## src/rtl/instr_mem_loadable.sv

```systemverilog
// Run-time loadable instruction RAM with a streaming load port and a one-cycle fetch handshake.
// Misaligned or out-of-program fetches return NOP_WORD and raise fault.
module instr_mem_loadable #(
    parameter int              DATA_W   = 16,
    parameter int              ADDR_W   = 16,
    parameter int              DEPTH    = 128,
    parameter logic [DATA_W-1:0] NOP_WORD = '0
) (
    input  logic                        clk,
    input  logic                        rst,
    input  logic                        load_start,
    input  logic                        load_valid,
    input  logic [DATA_W-1:0]           load_data,
    input  logic                        load_last,
    input  logic                        fetch_req,
    input  logic [ADDR_W-1:0]           pc,
    output logic                        fetch_ready,
    output logic [DATA_W-1:0]           instr,
    output logic                        instr_valid,
    output logic                        fault,
    output logic [$clog2(DEPTH):0]      prog_len,
    output logic                        loading
);

    localparam int IDX_W = $clog2(DEPTH);
    localparam int LEN_W = IDX_W + 1;

    typedef enum logic [1:0] {
        ST_EMPTY = 2'd0,
        ST_LOAD  = 2'd1,
        ST_RUN   = 2'd2
    } state_t;

    state_t              state_q, state_d;
    logic [LEN_W-1:0]    load_ptr_q, load_ptr_d;
    logic [LEN_W-1:0]    prog_len_q, prog_len_d;
    logic [DATA_W-1:0]   instr_q, instr_d;
    logic                instr_valid_q, instr_valid_d;
    logic                fault_q, fault_d;

    logic [DATA_W-1:0]   mem [DEPTH];
    logic                mem_we;
    logic [IDX_W-1:0]    mem_waddr;

    logic [ADDR_W-2:0]   word_idx;
    logic                accept;
    logic                bad_addr;

    assign word_idx = pc[ADDR_W-1:1];
    assign accept   = fetch_req && (state_q == ST_RUN);
    // Full-width compare so high PC bits fault instead of aliasing into the array.
    assign bad_addr = pc[0] || (ADDR_W'(word_idx) >= ADDR_W'(prog_len_q));

    always_comb begin
        state_d       = state_q;
        load_ptr_d    = load_ptr_q;
        prog_len_d    = prog_len_q;
        instr_d       = instr_q;
        instr_valid_d = 1'b0;
        fault_d       = 1'b0;
        mem_we        = 1'b0;
        mem_waddr     = load_ptr_q[IDX_W-1:0];

        if (load_start) begin
            // Restart wins over any word presented in the same cycle.
            state_d    = ST_LOAD;
            load_ptr_d = '0;
            prog_len_d = '0;
        end else if ((state_q == ST_LOAD) && load_valid) begin
            mem_we     = 1'b1;
            load_ptr_d = load_ptr_q + 1'b1;
            if (load_last || (load_ptr_q == LEN_W'(DEPTH - 1))) begin
                state_d    = ST_RUN;
                prog_len_d = load_ptr_q + 1'b1;
            end
        end

        if (accept) begin
            instr_valid_d = 1'b1;
            if (bad_addr) begin
                instr_d = NOP_WORD;
                fault_d = 1'b1;
            end else begin
                instr_d = mem[word_idx[IDX_W-1:0]];
            end
        end
    end

    always_ff @(posedge clk or posedge rst) begin
        if (rst) begin
            state_q       <= ST_EMPTY;
            load_ptr_q    <= '0;
            prog_len_q    <= '0;
            instr_q       <= NOP_WORD;
            instr_valid_q <= 1'b0;
            fault_q       <= 1'b0;
        end else begin
            state_q       <= state_d;
            load_ptr_q    <= load_ptr_d;
            prog_len_q    <= prog_len_d;
            instr_q       <= instr_d;
            instr_valid_q <= instr_valid_d;
            fault_q       <= fault_d;
        end
    end

    // Array is deliberately left out of reset; prog_len gates stale contents.
    always_ff @(posedge clk) begin
        if (mem_we) begin
            mem[mem_waddr] <= load_data;
        end
    end

    assign fetch_ready = (state_q == ST_RUN);
    assign loading     = (state_q == ST_LOAD);
    assign instr       = instr_q;
    assign instr_valid = instr_valid_q;
    assign fault       = fault_q;
    assign prog_len    = prog_len_q;

endmodule
```

## config.mk

```make
export PLATFORM = sky130hd
export DESIGN_NAME = instr_mem_loadable
export DESIGN_NICKNAME = d
export VERILOG_FILES = /design/src/rtl/instr_mem_loadable.sv
export SDC_FILE = /design/constraint.sdc
export NUM_CORES = 2
export LEC_CHECK = 0
export CORE_UTILIZATION = 57
export DETAILED_ROUTE_END_ITERATION = 10
export PLACE_DENSITY = 0.76
export SYNTH_ARGS = -nofsm -noshare
export SYNTH_HDL_FRONTEND = slang
export SYNTH_SLANG_ARGS = --single-unit
```

## constraint.sdc

```tcl
create_clock -name clk -period 2.45 [get_ports clk]
set_input_delay 0.6125 -clock clk [delete_from_list [all_inputs] [get_ports clk]]
set_output_delay 0.6125 -clock clk [all_outputs]
set_load 0.02 [all_outputs]
```

==> Word level (Yosys, flattened, before mapping) <==
Memory sizes are Yosys's and may differ from the RTL's.
Cells that the tools add are included.
{ "totals": {"regBits": 36, "latch_bits": 0, "mem_bits_rw": 2048, "romBits": 0, "inputBits": 38, "out_inout_bits": 28, "word_cells": 35, "mem_count": 1} }
{ "op_classes": {"add_sub_neg": 1, "multipliers": 0, "div_mod_pow": 0, "n_lt_le_gt_ge": 1, "n_eq_ne": 3, "shifts": 0, "mux": 16, "n_bitwise": 0, "n_reduce_logical": 7} }
{ "memory_table": {"columns": ["name", "depth", "word_bits", "read_ports", "rd_clocked_by_memory_dff", "write_ports", "line_no", "rtl"], "rows": [
  ["mem", 128, 16, 1, 0, 1, "41", "logic [DATA_W-1:0] mem [DEPTH];"]
]} }
{ "op_table": {"columns": ["operator", "n"], "rows": [
  ["$mux 8", 5],
  ["$mux 16", 1],
  ["$ge 15x8->1", 1],
  ["$add 8x1->8 const B", 1],
  ["$eq 8x7->1 const B", 1],
  ["$mux 1", 7],
  ["$mux 2", 3],
  ["$reduce_bool 2->1", 2],
  ["$eq 2x1->1 const B", 1],
  ["$eq 2x2->1 const B", 1],
  ["$logic_and 1x1->1", 2],
  ["$logic_or 1x1->1", 2],
  ["$reduce_and 2->1", 1]
]} }

==> Logic depth before layout (Yosys ltp) <==
{ "logic_depth": {"word_depth": 6, "mapped_depth": 14, "ltp_nobuf": 9} }

==> Worst setup path after synthesis <==
Ideal clock, no wire load.
{ "synth_path": {"path_kind": "input to register", "startpoint": "input pc[1]", "endpoint": "register instr_q[7] (netlist: instr[7])", "setup_ns": 0.068, "arrival_ns": 3.345, "required_ns": 2.382, "setup_slack_ns": -0.964, "stages": 14, "n_path_buf": 5, "cell_sequence": "buf_6 buf_4 buf_6 buf_6 inv_2 buf_1 ha_1 nand2b_1 a31oi_1 o21ai_0 a21oi_1 nand3_1 or3_1 nand3_1"} }
{ "synth_via": {"elab_chain_len": 3, "word_cells_on_any_way": 4, "classes_between": "1 x order compare; 1 x mux; 1 x reduce/logical; 1 x memory"} }
{ "synth_lines": {"columns": ["element", "line_no", "rtl"], "rows": [
  ["start, declared", "16", "input logic [ADDR_W-1:0] pc,"],
  ["parallel branches: the longest is 2 deep, another holds $mem_v2 128x16", null, null],
  ["$mux 16 (*)", "80", "if (bad_addr) begin"],
  ["end signal, assigned", "101", "instr_q <= instr_d;"],
  ["end, declared", "37", "logic [DATA_W-1:0] instr_q, instr_d;"]
]} }
Mark *: on every way between the ends.
A chain may end at the register's enable or synchronous reset.

==> Worst setup path after layout <==
{ "layout_path": {"startpoint": "input pc[1]", "endpoint": "register instr_q[3] (netlist: instr[3])"} }
The elaborated chain is that of the path after synthesis.

==> impl_metrics.yaml <==
timing:
  timing.fmax_ghz: 0.405
  final.setup.worst_slack_ns: -0.0194
  drv_slew: 0
  post-route-period-util_pct: 101
  setup_viol: 1
  slew_headroom_pct: 33.8
  period_needed_ns: 2.47
  rsz0062_at_grt: "true"
  clock_skew_ns: 0.0317
  tightest_slew_ns: 0.989
  hold_viol: 0
finish:
  fin_area_um2: 98100
  fillers: 8130
  synthToLayoutAreaGrowth_pct: 20.9
  drive_above_1_share_pct: 32.8
  layout_commonest_cell: "edfxtp_1"
  layout_common_cells: "edfxtp_1 (2048), buf_4 (463), mux4_2 (415), mux2i_1 (257), buf_12 (228)"
  regArea_um2: 62400
  multiInputGateArea_um2: 18300
  final_nets: 4686
logic_synthesis:
  seq_area_frac_synth_pct: 77.0
  syn_inst: 3915
  synth_warnings: 0
  synth_compound_area_share_pct: 3.70
  synthMuxAreaShare_pct: 14.8
  avgSynthCellArea_um2: 20.7
  synthesis.area_um2: 81100
  synth_top_family_by_area: "multiplexers"
  async_flop_share_pct: 1.73
  synth_fa_ha_area_share_pct: 0.139
  ys_types: 61
  ys_ff_latch: 2084
  synth-simple-area-share_pct: 2.54
  synth-xor-area-share_pct: 0.108
  synth_nets: 3962
  dominantRegCellSynth: "edfxtp_1"
  synth_edf_count: 2048
clock_network:
  clock_sinks: 2084
  cts_tree: "done"
  root_buffer: "clkbuf_16"
  max-clock-path-buffers: 3
  insertion_delay_ns: 0.85
  holdBufCountCts: 0
  cts_buffers: 198
  clkTransAtPathRegs_ns: 0.06
  h-tree-depth: 4
critical_path:
  critical_path_class: "in2reg"
  cp-start-kind: "input port"
  crit_start: "pc[1]"
  r2r_start: "mem[61][4]$_DFFE_PP_"
  critPathMaxFanout: 12
  crit_arrival_ns: 3.23
  worst_setup_path_end_kind: "flip-flop"
  cp.required_ns: 3.21
grt:
  overflow: 0
  grt_pass1_wl_mm: 329
  grtUsageTotal_pct: 33.1
  grt_pass1_vias: 45100
  grt_max_degree: 129
  antenna_found_initial: 14
route:
  drtAntennaViolNets: 0
  vias_per_cell: 6.80
  wl_per_cell_um: 34.8
  vias: 45600
  wl_mm: 233
  dr.pass1.iters: 6
  drc: 0
  drtIter0Drc: 7406
die:
  dieArea_um2: 144000
  fp.dieH_um: 379
  die_width_um: 379
  core_um2: 141000
  io_pins: 66
  core.rowCount: 138
  start_util_pct: 57.3
flow_run:
  max_cap_violations: 0
placement:
  dp_hpwl_mm: 145
  gp_congestion: 0.921
  preCtsSetupSlack_ns: -1.11
  placedInstanceArea_um2: 91300
  io_buffers: 65
power_and_ir_drop:
  peakVddDrop_v: 0.000644
  p_leak_uw: 0.0325
  pwr_density_cell_nw_per_um2: 755
status:
  violations: "negative setup slack"
  outcome: "finished with violations"
min_path:
  min_path_type: "in2async"
==> state kept, by name (all words and copies together), names as in the netlist <==
| register | flops |
|---|---|
| load_ptr_q | 8 |
| prog_len | 8 |
| fault | 1 |
| instr_valid | 1 |
| mem | 2048 |
| instr | 16 |
| state_q | 2 |
==> kinds of logic (layout without fill, tap and decap cells) <==
group / after synthesis / count (layout)
xor+xnor: 10 / 10
flops: 2084 / 2084
buf+inv: 237 / 1130
compound gates: 420 / 420
simple gates: 474 / 474
other cells: 0 / 1
mux: 681 / 681
fa+ha+maj: 9 / 9
==> final timing paths <==
check,end,slack [ns],depth (start not counted)
max,instr[3]$_DFFE_PP0P_,-0.02,13
min,state_q[0]$_DFFE_PP0P_,0.11,3
max reg2reg,instr[4]$_DFFE_PP0P_,0.04,8
min reg2reg,state_q[0]$_DFFE_PP0P_,0.52,1
max in group asynchronous,instr[13]$_DFFE_PP0P_,2.05,3
min in group clk,mem[118][1]$_DFFE_PP_,0.14,1
==> synthesized netlist by cell type (all sizes together) (8+ instances only) <==
master / number / area, µm²
a211o: 10 / 87.6
a211oi: 22 / 165
a21oi: 61 / 305
a221o: 22 / 220
a221oi: 73 / 639
a22oi: 49 / 368
a31oi: 21 / 131
a32oi: 10 / 87.6
and3: 9 / 56.3
buf: 138 / 1040
clkbuf: 82 / 308
dfrtp: 36 / 901
edfxtp: 2048 / 61500
ha: 9 / 113
inv: 16 / 60.1
mux2i: 259 / 2590
mux4: 415 / 9350
nand2: 140 / 526
nand2b: 10 / 62.6
nand3: 44 / 220
nand4: 11 / 68.8
nor2: 185 / 694
nor2b: 26 / 163
nor3: 31 / 155
o211ai: 10 / 75.1
o21ai: 69 / 345
o221ai: 8 / 70.1
o22ai: 14 / 87.6
o31ai: 14 / 105
==> layer usage <==
layer  global-route usage (%)  up-vias  routed length (µm)
met1                     44.6    23400               80200
met4                     14.1       18               10500
met5                        0        -                 157
met3                     9.28      672               32800
met2                     51.1     3670              110000
li1                         -    17800                   -
==> what timing repair did <==
item / 4_1_cts / 5_1_grt
endpoints found under the setup margin: 35 / 18
gates resized for setup: 51 / 61
gates cloned: 0 / 0
buffers inserted: 0 / 6
pin swaps: 3 / 14
==> per-stage QoR <==
stage	hold slack (ns)	utilization [%]	total power, µW	cells	setup TNS (ns)
after floorplan	0.478	-	42000	3915	-68.52
after global placement	0.496	64.6	44300	6324	-367.86
after detailed placement	0.506	64.6	44400	6324	-326.73
after CTS	0.0766	69.1	74000	6692	-0.0795
after global routing	0.121	69.4	75600	6698	-0.0843
final	0.110	69.4	74000	6699	-0.0194
==> power by group <==
group	internal (µW)	total (µW)	switching, µW	leakage [µW]
Combinational	1850	4690	2840	0.0105
Sequential	39200	39200	19.8	0.0189
Clock	16900	30100	13200	0.00311
Total	57900	74000	16100	0.0325
==> critical path, cell delays in order <==
cell and delay, ns:
buf_8 0.15, buf_12 0.17, buf_4 0.16, buf_12 0.13, inv_8 0.04, buf_4 0.24, nand2_1 0.09, a21oi_1 0.24
a21oi_1 0.07, buf_4 0.18, o31ai_1 0.52, o21ai_0 0.33, o211ai_1 0.25
==> cell type report <==
cell class / instances / share of cell area [%]
Multi-Input combinational cell: 1594 / 18.7
Timing Repair Buffer: 744 / 8.74
Tap cell: 1890 / 2.41
Antenna cell: 1 / 0.00255
Sequential cell: 2084 / 63.6
Clock inverter: 119 / 1.18
Clock buffer: 250 / 5.30
Inverter: 17 / 0.0778
Power figures use the tool's default switching activity.
